### src/rtl/aDefinitions.v
// aDefinitions.v - shared instruction-set definitions: width macros, opcode
// constants and the jump-detect helper used by the decode/issue front end.
`ifndef A_DEFINITIONS_V
`define A_DEFINITIONS_V

`define INSTRUCTION_WIDTH     32
`define INSTRUCTION_OP_LENGTH 5
`define ROM_ADDRESS_WIDTH     10

package idu_defs_pkg;

   localparam int DEF_IW  = `INSTRUCTION_WIDTH;
   localparam int DEF_OPW = `INSTRUCTION_OP_LENGTH;
   localparam int DEF_AW  = `ROM_ADDRESS_WIDTH;

   typedef logic [`INSTRUCTION_OP_LENGTH-1:0] opcode_t;

   localparam opcode_t RETURN = 'd0;
   localparam opcode_t JGEX   = 'd10;
   localparam opcode_t JLEX   = 'd11;
   localparam opcode_t JGX    = 'd12;
   localparam opcode_t JLX    = 'd13;
   localparam opcode_t JEQX   = 'd14;
   localparam opcode_t JNEX   = 'd15;
   localparam opcode_t JGEZ   = 'd16;
   localparam opcode_t JLEZ   = 'd17;
   localparam opcode_t JGZ    = 'd18;
   localparam opcode_t JLZ    = 'd19;
   localparam opcode_t JEQZ   = 'd20;
   localparam opcode_t JNEZ   = 'd21;

   // True for any conditional jump; EXE resolves these with taken/not-taken.
   function automatic logic isJump(input opcode_t op);
      case (op)
         JGEX, JLEX, JGX, JLX, JEQX, JNEX,
         JGEZ, JLEZ, JGZ, JLZ, JEQZ, JNEZ: return 1'b1;
         default:                           return 1'b0;
      endcase
   endfunction

endpackage

`endif

### src/rtl/instruction_latch_unit_pkg.sv
// instruction_latch_unit_pkg - local types for the instruction latch unit.
`include "aDefinitions.v"

package instruction_latch_unit_pkg;

   typedef enum logic [1:0] {
      IDLE        = 2'd0,
      RUN         = 2'd1,
      BRANCH_WAIT = 2'd2,
      DRAIN       = 2'd3
   } iduState_t;

endpackage

### src/rtl/idu_skid_fifo.sv
// idu_skid_fifo - two-entry FIFO holding {instruction, ip} between fetch and EXE.
// Head is read straight from the storage register selected by the read pointer.
module idu_skid_fifo #(
   parameter int W = 42
) (
   input  logic         Clock,
   input  logic         Reset,
   input  logic         iPush,
   input  logic         iPop,
   input  logic         iFlush,
   input  logic [W-1:0] iData,
   output logic [W-1:0] oHead,
   output logic         oFull,
   output logic         oEmpty,
   output logic [1:0]   oCount
);

   logic [W-1:0] mem [2];
   logic         wrPtr;
   logic         rdPtr;
   logic [1:0]   count;
   logic         pushEff;
   logic         popEff;

   assign oFull   = (count == 2'd2);
   assign oEmpty  = (count == 2'd0);
   assign oCount  = count;
   assign oHead   = mem[rdPtr];
   // A push into a full FIFO is only legal when the head leaves in the same cycle.
   assign pushEff = iPush && (!oFull || iPop);
   assign popEff  = iPop && !oEmpty;

   // Pointer and occupancy bookkeeping; flush empties the FIFO outright.
   always_ff @(posedge Clock or negedge Reset) begin
      if (!Reset) begin
         wrPtr <= 1'b0;
         rdPtr <= 1'b0;
         count <= 2'd0;
      end else if (iFlush) begin
         wrPtr <= 1'b0;
         rdPtr <= 1'b0;
         count <= 2'd0;
      end else begin
         if (pushEff) wrPtr <= ~wrPtr;
         if (popEff)  rdPtr <= ~rdPtr;
         count <= count + {1'b0, pushEff} - {1'b0, popEff};
      end
   end

   // Entry storage; cleared on reset so the issue fields read zero.
   always_ff @(posedge Clock or negedge Reset) begin
      if (!Reset) begin
         mem[0] <= '0;
         mem[1] <= '0;
      end else if (pushEff && !iFlush) begin
         mem[wrPtr] <= iData;
      end
   end

endmodule

### src/rtl/instruction_latch_unit.sv
// instruction_latch_unit - latches fetched instructions into a 2-entry FIFO and
// issues them to EXE, pausing on jumps until EXE resolves them and draining
// after RETURN.
// Optional feature: define IDU_OVERFLOW_CHECK_EN to build the sticky overflow
// detector; otherwise oOverflowError is tied low.
module instruction_latch_unit
   import idu_defs_pkg::*;
   import instruction_latch_unit_pkg::*;
#(
   parameter int IW  = DEF_IW,
   parameter int OPW = DEF_OPW,
   parameter int AW  = DEF_AW
) (
   input  logic              Clock,
   input  logic              Reset,
   input  logic              iInstructionAvalable,
   input  logic [IW-1:0]     iEncodedInstruction,
   input  logic [AW-1:0]     iInstructionPointer,
   output logic              oDecodeUnitLatchedValues,
   output logic              oIDUBusy,
   output logic              oIssueValid,
   output logic [OPW-1:0]    oIssueOpcode,
   output logic [IW-OPW-1:0] oIssueOperands,
   output logic [AW-1:0]     oIssueIp,
   input  logic              iExeReady,
   input  logic              iBranchTaken,
   input  logic              iBranchNotTaken,
   output logic              oLastIssued,
   output logic              oReturnValue,
   output logic              oOverflowError
);

   localparam int FW = IW + AW;

   iduState_t      state;
   iduState_t      nextState;
   logic [FW-1:0]  head;
   logic [OPW-1:0] headOp;
   logic           full;
   logic           empty;
   logic [1:0]     count;
   logic           accept;
   logic           acceptReturn;
   logic           acceptJump;
   logic           takenFlush;
   logic           fifoFlush;
   logic           push;

   assign headOp         = head[FW-1 -: OPW];
   assign oIssueOpcode   = headOp;
   assign oIssueOperands = head[FW-OPW-1:AW];
   assign oIssueIp       = head[AW-1:0];
   assign oIssueValid    = !empty && (state == RUN);
   assign oIDUBusy       = !empty || (state != IDLE);

   assign accept       = oIssueValid && iExeReady;
   assign acceptReturn = accept && (headOp == RETURN);
   assign acceptJump   = accept && isJump(headOp);
   // Not-taken wins when EXE raises both resolution lines.
   assign takenFlush   = (state == BRANCH_WAIT) && iBranchTaken && !iBranchNotTaken;
   // Words buffered behind a RETURN are dead; DRAIN discards them so it can reach IDLE.
   assign fifoFlush    = takenFlush || (state == DRAIN);
   // A RETURN being accepted closes the stream, so nothing is latched alongside it.
   assign push = iInstructionAvalable && (state != DRAIN) && !takenFlush &&
                 !acceptReturn && (!full || accept);

   idu_skid_fifo #(.W(FW)) uFifo (
      .Clock  (Clock),
      .Reset  (Reset),
      .iPush  (push),
      .iPop   (accept),
      .iFlush (fifoFlush),
      .iData  ({iEncodedInstruction, iInstructionPointer}),
      .oHead  (head),
      .oFull  (full),
      .oEmpty (empty),
      .oCount (count)
   );

   // State register.
   always_ff @(posedge Clock or negedge Reset) begin
      if (!Reset) state <= IDLE;
      else        state <= nextState;
   end

   // Next-state: start on first capture, park on jumps, wind down after RETURN.
   always_comb begin
      nextState = state;
      case (state)
         IDLE:        if (push) nextState = RUN;
         RUN: begin
            if (acceptReturn)    nextState = DRAIN;
            else if (acceptJump) nextState = BRANCH_WAIT;
         end
         BRANCH_WAIT: if (iBranchTaken || iBranchNotTaken) nextState = RUN;
         DRAIN:       if (count == 2'd0) nextState = IDLE;
         default:     nextState = IDLE;
      endcase
   end

   // Registered capture acknowledge, RETURN pulse and held return value.
   always_ff @(posedge Clock or negedge Reset) begin
      if (!Reset) begin
         oDecodeUnitLatchedValues <= 1'b0;
         oLastIssued              <= 1'b0;
         oReturnValue             <= 1'b0;
      end else begin
         oDecodeUnitLatchedValues <= push;
         oLastIssued              <= acceptReturn;
         if (acceptReturn) oReturnValue <= head[AW];
      end
   end

`ifdef IDU_OVERFLOW_CHECK_EN
   logic overflow;

   // Sticky flag for offers that cannot be taken: FIFO full with no accept, or DRAIN.
   always_ff @(posedge Clock or negedge Reset) begin
      if (!Reset) overflow <= 1'b0;
      else if (iInstructionAvalable && ((full && !accept) || (state == DRAIN)))
         overflow <= 1'b1;
   end

   assign oOverflowError = overflow;
`else
   assign oOverflowError = 1'b0;
`endif

endmodule
### config.mk
export PLATFORM = sky130hd
export DESIGN_NAME = instruction_latch_unit
export DESIGN_NICKNAME = d
export VERILOG_FILES = /design/src/rtl/instruction_latch_unit_pkg.sv /design/src/rtl/idu_skid_fifo.sv /design/src/rtl/instruction_latch_unit.sv
export VERILOG_INCLUDE_DIRS = /design/src /design/src/rtl
export SDC_FILE = /design/constraint.sdc
export NUM_CORES = 1
export LEC_CHECK = 0
export ABC_AREA = 1
export CAP_MARGIN = 20
export CORE_MARGIN = 2
export CORE_UTILIZATION = 45
export DETAILED_ROUTE_END_ITERATION = 8
export MAX_ROUTING_LAYER = met4
export PLACE_DENSITY = 0.74
export SYNTH_ARGS = -nofsm -noshare
export SYNTH_HDL_FRONTEND = slang
export SYNTH_HIERARCHICAL = 1
export SYNTH_SLANG_ARGS = --single-unit
### constraint.sdc
create_clock -name Clock -period 3.5 [get_ports Clock]
set_input_delay 0.7 -clock Clock [delete_from_list [all_inputs] [get_ports Clock]]
set_output_delay 0.7 -clock Clock [all_outputs]
set_load 0.005 [all_outputs]
==> reports/qor.yml, run 1 <==
yosys:
  syn-num-nets: 648
  synth_warnings: 6
  synth-adder-area-share: 0.00545
  syn_avg_cell_area_sq_um: 7.67
  netlist_area_sq_mm: 0.00459
  synth_top_family_by_area: "simple AND/OR/NAND/NOR gates"
  synth_xor_area_frac: 0
  ys_ff_latch: 93
  synth_cell_types: 22
  synth.area.mux_share: 0
  synthSimpleGateAreaFrac: 0.419
  synth-compound-area-share: 0.00600
  synthCells: 598
  ys_seq_area_frac: 0.507
global_routing:
  grt_max_degree: 67
  grt_pass1_vias: 4095
  grt_pass1_wl_mm: 19.8
  grt_overflow: 0
  antenna_found_initial: 0
  track_usage: 0.228
finish:
  finish.utilization: 0.597
  drive_gt1_frac: 0.0619
  nFillCells: 943
  syn_to_final_growth_pct: 27.7
  nets: 723
  diodes: 0
clock_tree:
  post-cts-setup-buffers: 0
  cts_repair_resize_count: 0
  clkTransAtPathRegs_ps: 90
  cts_made_buffers: 9
  cts_tree: "built"
  clock_latency_ps: 360
  cts_max_path_buffers: 2
  h-tree-depth: 3
  cts_hold_buf: 0
  cts_sinks: 93
  cts_root_buf: "clkbuf_8"
floorplan:
  die_h_um: 105
  io_pins: 96
  rows: 36
  die_area_sq_mm: 0.0110
  initial_core_util: 0.467
  design.core.area_sq_mm: 0.00982
  die-width_um: 105
drt:
  dr.pass1.iters: 4
  ant_nets: 0
  drtIter0Drc: 310
  wire_per_inst_um: 14.9
  via_count: 4292
  wl_mm: 12.1
  vias_per_cell: 5.29
  drc: 0
sta:
  fmax_mhz: 329
  min_period_over_period: 0.869
  setup_viol: 0
  worstMarginPinSlew_ps: 832
  rsz0062_at_grt: "no"
  layout_min_cycle_time_ps: 3040
  slew_headroom: 0.445
  skew_ps: 12.2
  drv_slew: 0
  fin_tns_setup_ps: 0
  final-hold-violation-count: 0
critical_path:
  path_max_fanout: 21
  required_ps: 2800
  crit_path_end_kind: "primary output"
  crit_family: "buffers and inverters"
  max_stage_delay_ps: 600
  crit_start: "uFifo/rdPtr$_DFFE_PN0P_"
  r2r-start: "uFifo/rdPtr$_DFFE_PN0P_"
  path_cells: "clkinv_1, buf_4, nand2_1, nand2_1, clkdlybuf4s50_1"
  crit_top_cell: "nand2_1"
  cp-start-kind: "flop"
  worstPathArrival_ps: 2340
  worstSetupPathType: "reg -> out"
  path_buf_inv: 3
  critPathSlowestCell: "dfrtp_1"
power:
  power.density_mw_per_mm2: 971
  vdd_drop_max_mv: 0.370
  p_leak_uw: 0.00301
flow_run:
  drv_cap: 0
run_status:
  status: "complete, no violations"
place:
  dpl.hpwl_mm: 7.85
  gp_congestion: 0.925
  numPortBuffers: 94
hold_path:
  hold_path_class: "in -> async"
-- power breakdown --
part	internal (uW)	switching, uW
Combinational	1230	1710
Sequential	1580	316
Clock	475	371
-- placed cells by master, fill, tap and decap left out --
cell type        count
nand3_2              4
nor3_4               1
nand3_1              6
clkbuf_1             1
nand4_1             86
nand2_2              2
buf_4               14
buf_12               2
ha_1                 2
clkinv_2             1
nand2_1            318
bufinv_16            3
clkinv_1             1
nand3_4              1
dfrtp_1             93
o21bai_1             1
clkbuf_8             9
nor2_1              13
inv_1               15
clkdlybuf4s50_1     93
conb_1               1
clkinv_4             1
nand3b_1             1
o21ai_0              3
nor2_4               2
a21oi_1              1
nor3_1               1
inv_2                1
clkinvlp_4           1
-- path summary, 6_finish.rpt --
kind                                        endpoint  slack (ps)  cells past startpoint
setup reg to reg           uFifo/oCount[1]$_DFF_PN0_         620                     16
max in group asynchronous  uFifo/mem[15]$_DFFE_PN0P_        2290                      2
min in group Clock         uFifo/mem[69]$_DFFE_PN0P_         480                      2
hold reg to reg            uFifo/mem[69]$_DFFE_PN0P_         480                      2
hold / removal             uFifo/mem[66]$_DFFE_PN0P_         420                      1
setup / recovery                   oIssueOperands[2]         460                      5
-- stage by stage --
| stage | area [sq um] | setup WS (ps) | hold WS [ps] | std cells | power, uW |
|---|---|---|---|---|---|
| finish | 5860 | 459 | 417 | 811 | 5690 |
| global route | 5860 | 241 | 487 | 811 | 6150 |
| CTS | 5860 | 462 | 461 | 811 | 5710 |
| detailed placement | 5620 | 588 | 459 | 795 | 4850 |
| global placement | 5620 | 615 | 453 | 795 | 4770 |
| floorplan | 4590 | 974 | 404 | 598 | 3620 |
-- cell usage after synthesis --
cell      number  area [sq um]
a21oi_1        1          5.00
conb_1         1          3.75
nand2_2        2          12.5
clkinv_1       1          3.75
inv_1         16          60.1
nor2_1        13          48.8
nand3b_1       1          7.51
nor3_1         1          5.00
o21ai_0        3          15.0
nand2_1      318          1190
nand4_1       86           538
clkbuf_1      10          37.5
ha_1           2          25.0
buf_2         32           160
dfrtp_1       93          2330
nor3_4         1          16.3
buf_1          1          3.75
nand3_2        5          50.1
nor2_4         2          22.5
nand3_1        6          30.0
o21bai_1       1          7.51
buf_4          2          15.0
-- registers in the layout (all words and copies together) (netlist names) --
| signal | count |
|---|---|
| oDecodeUnitLatchedValues | 1 |
| oLastIssued | 1 |
| oReturnValue | 1 |
| state | 2 |
| uFifo/mem | 84 |
| uFifo/oCount | 2 |
| uFifo/rdPtr | 1 |
| uFifo/wrPtr | 1 |
-- cell families (layout without fill, tap and decap cells) --
| kind of cell | Yosys count | in the layout |
|---|---|---|
| AND/OR/NAND/NOR | 435 | 435 |
| flip-flops | 93 | 93 |
| adder cells (fa/ha/maj) | 2 | 2 |
| AO/OA/AOI/OAI | 5 | 5 |
| buffers and inverters | 62 | 142 |
| other | 1 | 1 |
-- area by class of cell --
type                            instances  area [sq um]  share of cell area
Multi-Input combinational cell        443          1990               0.339
Clock buffer                           10           128              0.0218
Inverter                               17          63.8              0.0109
Clock inverter                          6           111              0.0190
Tap cell                              133           166              0.0284
Timing Repair Buffer                  109          1080               0.184
Sequential cell                        93          2330               0.397
-- worst register-to-register path, cell delays in order, from the launching register on --
cell	delay, ps
dfrtp_1	600
clkinv_1	410
nand2_1	140
nand2_1	100
nor2_1	190
inv_1	70
nor2_1	130
nand2_2	100
nand3_2	100
inv_2	170
nand2_1	150
ha_1	240
inv_1	60
ha_1	150
nand3_1	80
nand2_1	60
nor2_1	40
-- per-layer routing --
layer / up-vias / global-route usage / wire length (um)
li1: 2096 / - / -
met1: 2028 / 0.322 / 5560
met2: 153 / 0.340 / 5640
met3: 15 / 0.0356 / 713
met4: 0 / 0.0705 / 157
met5: - / - / 0
Note: power is estimated with default switching activity, not from simulation.
==> run 2: changes to the inputs <==
--- a/config.mk
+++ b/config.mk
@@ -9,10 +9,10 @@
 export ABC_AREA = 1
 export CAP_MARGIN = 20
 export CORE_MARGIN = 2
-export CORE_UTILIZATION = 45
+export CORE_UTILIZATION = 51
 export DETAILED_ROUTE_END_ITERATION = 8
 export MAX_ROUTING_LAYER = met4
-export PLACE_DENSITY = 0.74
+export PLACE_DENSITY = 0.82
 export SYNTH_ARGS = -nofsm -noshare
 export SYNTH_HDL_FRONTEND = slang
 export SYNTH_HIERARCHICAL = 1
==> run 2 against run 1 <==
First-iteration DRC count down 3.9%. Critical path depth up 9. Die area down 11%. Global-route usage up 2.3 points. Clock skew down 1.9 ps. Total power down 1.1%. Count of clock-buffer cells in the layout down 1. Final area down 0.83%. Fmax down 1.1%. Critical path type is now reg -> reg. Critical endpoint is now uFifo/mem[57]$_DFFE_PN0P_. Largest power group unchanged.
==> reports/qor.yml, run 2 (synthesis gave the netlist of run 1 again) <==
sta:
  final-hold-violation-count: 0  # unchanged
  skew_ps: 10.2  # -1.94 ps
  setup_viol: 0  # unchanged
  min_period_over_period: 0.879  # +0.00969
  slew_headroom: 0.637  # +0.192
  fmax_mhz: 325  # -1.1%
  setup_slack_ps: 425  # -33.9 ps
  rsz0062_at_grt: "no"
  whs_ps: 314  # -103 ps
  fin_tns_setup_ps: 0  # unchanged
  drv_slew: 0  # unchanged
  layout_min_cycle_time_ps: 3070  # +33.9 ps
  worstMarginPinSlew_ps: 544  # -288 ps
global_routing:
  grt_pass1_wl_mm: 19.2  # -2.7%
  antenna_found_initial: 0  # unchanged
  grt_overflow: 0  # unchanged
  grt_pass1_vias: 4074  # -0.51%
  track_usage: 0.251  # +0.0227
  grt_max_degree: 45  # -33%
clock_tree:
  h-tree-depth: 3  # unchanged
  cts_repair_resize_count: 0  # unchanged
  cts_root_buf: "clkbuf_8"
  cts_max_path_buffers: 2  # unchanged
  cts_made_buffers: 9  # unchanged
  cts_tree: "built"
  cts_sinks: 93  # unchanged
  cts_hold_buf: 0  # unchanged
  clock_latency_ps: 360  # about the same
  clkTransAtPathRegs_ps: 90  # about the same
  post-cts-setup-buffers: 0  # unchanged
floorplan:
  io_pins: 96  # unchanged
  rows: 34  # -5.6%
  initial_core_util: 0.526  # +0.0589
  die-width_um: 98.9  # -5.8%
  die_area_sq_mm: 0.00977  # -11%
  die_h_um: 98.9  # -5.8%
  design.core.area_sq_mm: 0.00872  # -11%
place:
  pre_cts_slack_ps: 409  # -179 ps
  dpl.hpwl_mm: 7.70  # -1.9%
  gp_congestion: 0.831  # -10%
  numPlacedInstances: 772  # -2.9%
  placed_cell_area_sq_mm: 0.00559  # -0.65%
  numPortBuffers: 94  # unchanged
finish:
  finalNonFillerCells: 788  # -2.8%
  largest_register: "uFifo/mem"
  design_area_sq_mm: 0.00581  # -0.83%
  drive_gt1_frac: 0.0676  # +0.00570
  mostFrequentLayoutCells: "318 x nand2_1, 93 x clkdlybuf4s50_1, 93 x dfrtp_1"
  mostFrequentLayoutCell: "nand2_1"
  diodes: 0  # unchanged
  largest_reg_flops: 84  # unchanged
  nets: 725  # +0.28%
  syn_to_final_growth_pct: 26.7
drt:
  dr.pass1.iters: 5  # +1
  wire_per_inst_um: 14.8  # -0.51%
  drc: 0  # unchanged
  wl_mm: 11.7  # -3.3%
  drtIter0Drc: 298  # -3.9%
  ant_nets: 0  # unchanged
  vias_per_cell: 5.54  # +4.7%
  via_count: 4368  # +1.8%
critical_path:
  max_stage_delay_ps: 650  # +50 ps
  critPathSlowestCell: "dfrtp_1"
  r2r-start: "uFifo/rdPtr$_DFFE_PN0P_"
  worstPathArrival_ps: 3370  # +1030 ps
  crit_top_cell: "nand2_1"
  path_max_fanout: 26  # +24%
  crit_path_end_kind: "flop"
  required_ps: 3800  # +1000 ps
  worstSetupPathType: "reg -> reg"
  path_cells: "clkinvlp_4, nand2_1, nand2_1, nor2_1, inv_1, nor2_1, nand2_2, nand3_2, inv_2, buf_4, nand3_2, buf_4, nand2_1, nand2_1"
  cp-start-kind: "flop"
  crit_start: "uFifo/rdPtr$_DFFE_PN0P_"
power:
  p_leak_uw: 0.00301  # -0.18%
  vdd_drop_max_mv: 0.429  # +16%
  power.density_mw_per_mm2: 968  # -0.31%
run_status:
  status: "complete, no violations"
flow_run:
  drv_cap: 0  # unchanged
hold_path:
  hold_path_class: "in -> async"
-- run 2: per-stage QoR --
stage,utilization,total power (uW)
after floorplan,-,3620
after global placement,0.640,4730
after detailed placement,0.640,4830
after CTS,0.666,5630
after global routing,0.666,6080
final,0.666,5620
-- run 2: critical path: cells and delay by family, from the launching register on --
family | cells | cell delay (ps)
DFF | 1 | 650
and+or+nand+nor | 9 | 1150
buffers and inverters | 5 | 1190
-- run 2: worst paths after layout --
path                                              to  slack [ps]  depth (start not counted)
setup / recovery           uFifo/mem[57]$_DFFE_PN0P_         430                         14
hold / removal             uFifo/mem[77]$_DFFE_PN0P_         310                          1
setup reg to reg           uFifo/mem[57]$_DFFE_PN0P_         430                         14
hold reg to reg            uFifo/mem[79]$_DFFE_PN0P_         480                          2
max in group asynchronous  uFifo/mem[64]$_DFFE_PN0P_        2430                          2
min in group Clock         uFifo/mem[79]$_DFFE_PN0P_         480                          2
-- run 2: cell type report --
type | instances | area [sq um]
tap | 108 | 135
timing repair buffer | 111 | 1080
fill | 703 | 2910
clock buffer | 9 | 124
multi-input combinational | 443 | 1980
inverter | 17 | 67.6
clock inverter | 7 | 98.8
sequential | 93 | 2330
-- run 2: per-layer routing --
metal	vias to the layer above	track usage	wire (um)
li1	2097	-	-
met5	-	-	0
met4	0	0.0969	221
met1	2079	0.338	5130
met3	23	0.0348	720
met2	169	0.389	5600
-- run 2: power breakdown --
part | switching (uW) | total, uW | internal [uW] | leakage (uW)
Sequential | 309 | 1890 | 1580 | 0.00116
Clock | 389 | 796 | 406 | 0.000110
Combinational | 1700 | 2940 | 1230 | 0.00174
==> run 3: changes to the inputs <==
--- a/config.mk
+++ b/config.mk
@@ -13,6 +13,7 @@
 export DETAILED_ROUTE_END_ITERATION = 8
 export MAX_ROUTING_LAYER = met4
 export PLACE_DENSITY = 0.82
+export REMOVE_ABC_BUFFERS = 1
 export SYNTH_ARGS = -nofsm -noshare
 export SYNTH_HDL_FRONTEND = slang
 export SYNTH_HIERARCHICAL = 1
==> run 3 against run 2 <==
Final cell count is 0.38% lower. Global-route usage increased by 0.58 points. Sequential power about the same. Count of clock-buffer cells in the layout rose by 1. Final area is 0.56% lower. Hold slack lost 3.4 ps. Sequential cell count unchanged. Routed wire length rose by 1.5%. Non-clock buffer count is 3 lower. Via count unchanged. Sequential share of layout area increased by 0.25 points.
==> reports/qor.yml, run 3 (synthesis gave the netlist of run 1 again) <==
run_status:
  status: "complete, no violations"
global_routing:
  antenna_found_initial: 0  # unchanged
  grt_pass1_wl_mm: 19.7  # +2.3%
  grt_max_degree: 54  # +20%
  grt_pass1_vias: 4157  # +2.0%
  grt_overflow: 0  # unchanged
  track_usage: 0.257  # +0.00577
clock_tree:
  h-tree-depth: 3  # unchanged
  cts_tree: "built"
  cts_repair_resize_count: 0  # unchanged
  clkTransAtPathRegs_ps: 90  # about the same
  clock_latency_ps: 350  # about the same
  cts_max_path_buffers: 2  # unchanged
  cts_root_buf: "clkbuf_8"
  cts_sinks: 93  # unchanged
  post-cts-setup-buffers: 0  # unchanged
  cts_made_buffers: 9  # unchanged
  cts_hold_buf: 0  # unchanged
sta:
  worstMarginPinSlew_ps: 570  # +25.8 ps
  setup_slack_ps: 615  # +190 ps
  fmax_mhz: 347  # +6.6%
  layout_min_cycle_time_ps: 2880  # -190 ps
  whs_ps: 311  # -3.44 ps
  min_period_over_period: 0.824  # -0.0544
  skew_ps: 12.1  # +1.87 ps
  rsz0062_at_grt: "no"
  drv_slew: 0  # unchanged
  setup_viol: 0  # unchanged
  slew_headroom: 0.619  # -0.0181
  final-hold-violation-count: 0  # unchanged
power:
  p_sw_uw: 2410  # +0.35%
  power_switching_share: 0.433  # +0.00573
  power.density_mw_per_mm2: 964  # -0.43%
  p_leak_uw: 0.00299  # -0.55%
  pwr-share-seq: 0.337  # about the same
  p_int_uw: 3160  # -2.0%
  vdd_drop_max_mv: 0.483  # +13%
  comb_power_share: 0.531  # +0.009
  finalPower_uw: 5570  # -0.98%
  p_clk_frac: 0.133  # -0.008
critical_path:
  path_buf_inv: 3  # -2
  r2r-start: "uFifo/rdPtr$_DFFE_PN0P_"
  worstPathArrival_ps: 2180  # -1190 ps
  r2r-end: "uFifo/mem[5]$_DFFE_PN0P_"
  path_max_fanout: 29  # +12%
  crit_path_end_kind: "primary output"
  critPathSlowestCell: "clkdlybuf4s50_1"
  cp.depth: 5  # -9
  crit_family: "buffers and inverters"
  required_ps: 2800  # -1000 ps
  reg2reg_depth: 14  # unchanged
  worstSetupPathType: "reg -> out"
  path_cells: "clkinv_1, buf_4, nand2_1, nand2_1, clkdlybuf4s50_1"
  max_stage_delay_ps: 470  # -180 ps
  rrSetupSlack_ps: 730  # +300 ps
  cp-start-kind: "flop"
  crit_top_cell: "nand2_1"
finish:
  mostFrequentLayoutCell: "nand2_1"
  finalNonFillerCells: 785  # -0.38%
  largest_register: "uFifo/mem"
  nets: 722  # -0.41%
  drive_gt1_frac: 0.0635  # -0.00413
  largest_reg_flops: 84  # unchanged
  diodes: 0  # unchanged
  mostFrequentLayoutCells: "318 x nand2_1, 93 x clkdlybuf4s50_1, 92 x dfrtp_1"
  syn_to_final_growth_pct: 26.0
  design_area_sq_mm: 0.00578  # -0.56%
floorplan:
  die-width_um: 98.9  # unchanged
  die_h_um: 98.9  # unchanged
  die_area_sq_mm: 0.00977  # unchanged
  rows: 34  # unchanged
  io_pins: 96  # unchanged
  initial_core_util: 0.526  # unchanged
  design.core.area_sq_mm: 0.00872  # unchanged
place:
  numPortBuffers: 94  # unchanged
  gp_congestion: 0.857  # +3.1%
  pre_cts_slack_ps: 749  # +340 ps
  numPlacedInstances: 769  # -0.39%
  dpl.hpwl_mm: 7.64  # -0.79%
  placed_cell_area_sq_mm: 0.00557  # -0.25%
drt:
  wire_per_inst_um: 15.1  # +1.9%
  ant_nets: 0  # unchanged
  via_count: 4368  # unchanged
  vias_per_cell: 5.56  # +0.38%
  dr.pass1.iters: 5  # unchanged
  wl_mm: 11.8  # +1.5%
  drc: 0  # unchanged
  drtIter0Drc: 346  # +16%
flow_run:
  drv_cap: 0  # unchanged
hold_path:
  hold_path_class: "in -> async"
==> run 3: per-layer routing <==
metal  up-vias  track usage  share of wire
met5         -            -              0
met4         0       0.0790         0.0084
met3        11       0.0475          0.086
met2       211        0.385           0.48
met1      2056        0.359           0.43
li1       2090            -              -
==> run 3: cell type report <==
class,instances,area (sq um)
clock inverter,6,70.1
tap,108,135
timing repair buffer,108,1060
inverter,17,63.8
sequential,93,2330
multi-input combinational,443,1990
clock buffer,10,138
fill,718,2940
==> run 3: how the worst max path moves through the flow <==
stage | endpoint | from | slack [ps]
2_1_floorplan | uFifo/oCount[0]$_DFF_PN0_ | uFifo/rdPtr$_DFFE_PN0P_ | -940
3_3_place_gp | uFifo/mem[18]$_DFFE_PN0P_ | iExeReady | 830
3_5_place_dp | uFifo/mem[11]$_DFFE_PN0P_ | iExeReady | 750
4_1_cts | oIssueOperands[14] | uFifo/rdPtr$_DFFE_PN0P_ | 590
5_1_grt | oIssueOperands[14] | uFifo/rdPtr$_DFFE_PN0P_ | 450
6_report | oIssueOperands[14] | uFifo/rdPtr$_DFFE_PN0P_ | 620
==> run 3: power by group through the flow <==
stage | logic [uW] | clock network (uW) | registers, uW
floorplan | 1580 | 0 | 1850
global placement | 2860 | 0 | 1870
detailed placement | 2950 | 0 | 1890
CTS | 2960 | 756 | 1870
global route | 3290 | 808 | 1930
finish | 2950 | 738 | 1880
==> run 3: worst register-to-register path, cell delays in order (launching register included) <==
cell and delay, ps:
dfrtp_2 370, clkinv_1 390, nand2_1 180, nand2_1 90
nor2_1 240, inv_1 80, nor2_1 160, nand2_2 110
nand3_2 100, inv_2 60, buf_4 280, nand3_2 170
buf_4 290, nand2_1 100, nand2_1 90
==> run 3: metrics by stage <==
stage                     setup TNS, ps  utilization
after floorplan                  -79740            -
after global placement                0        0.639
after detailed placement              0        0.639
after CTS                             0        0.663
after global routing                  0        0.663
final                                 0        0.663
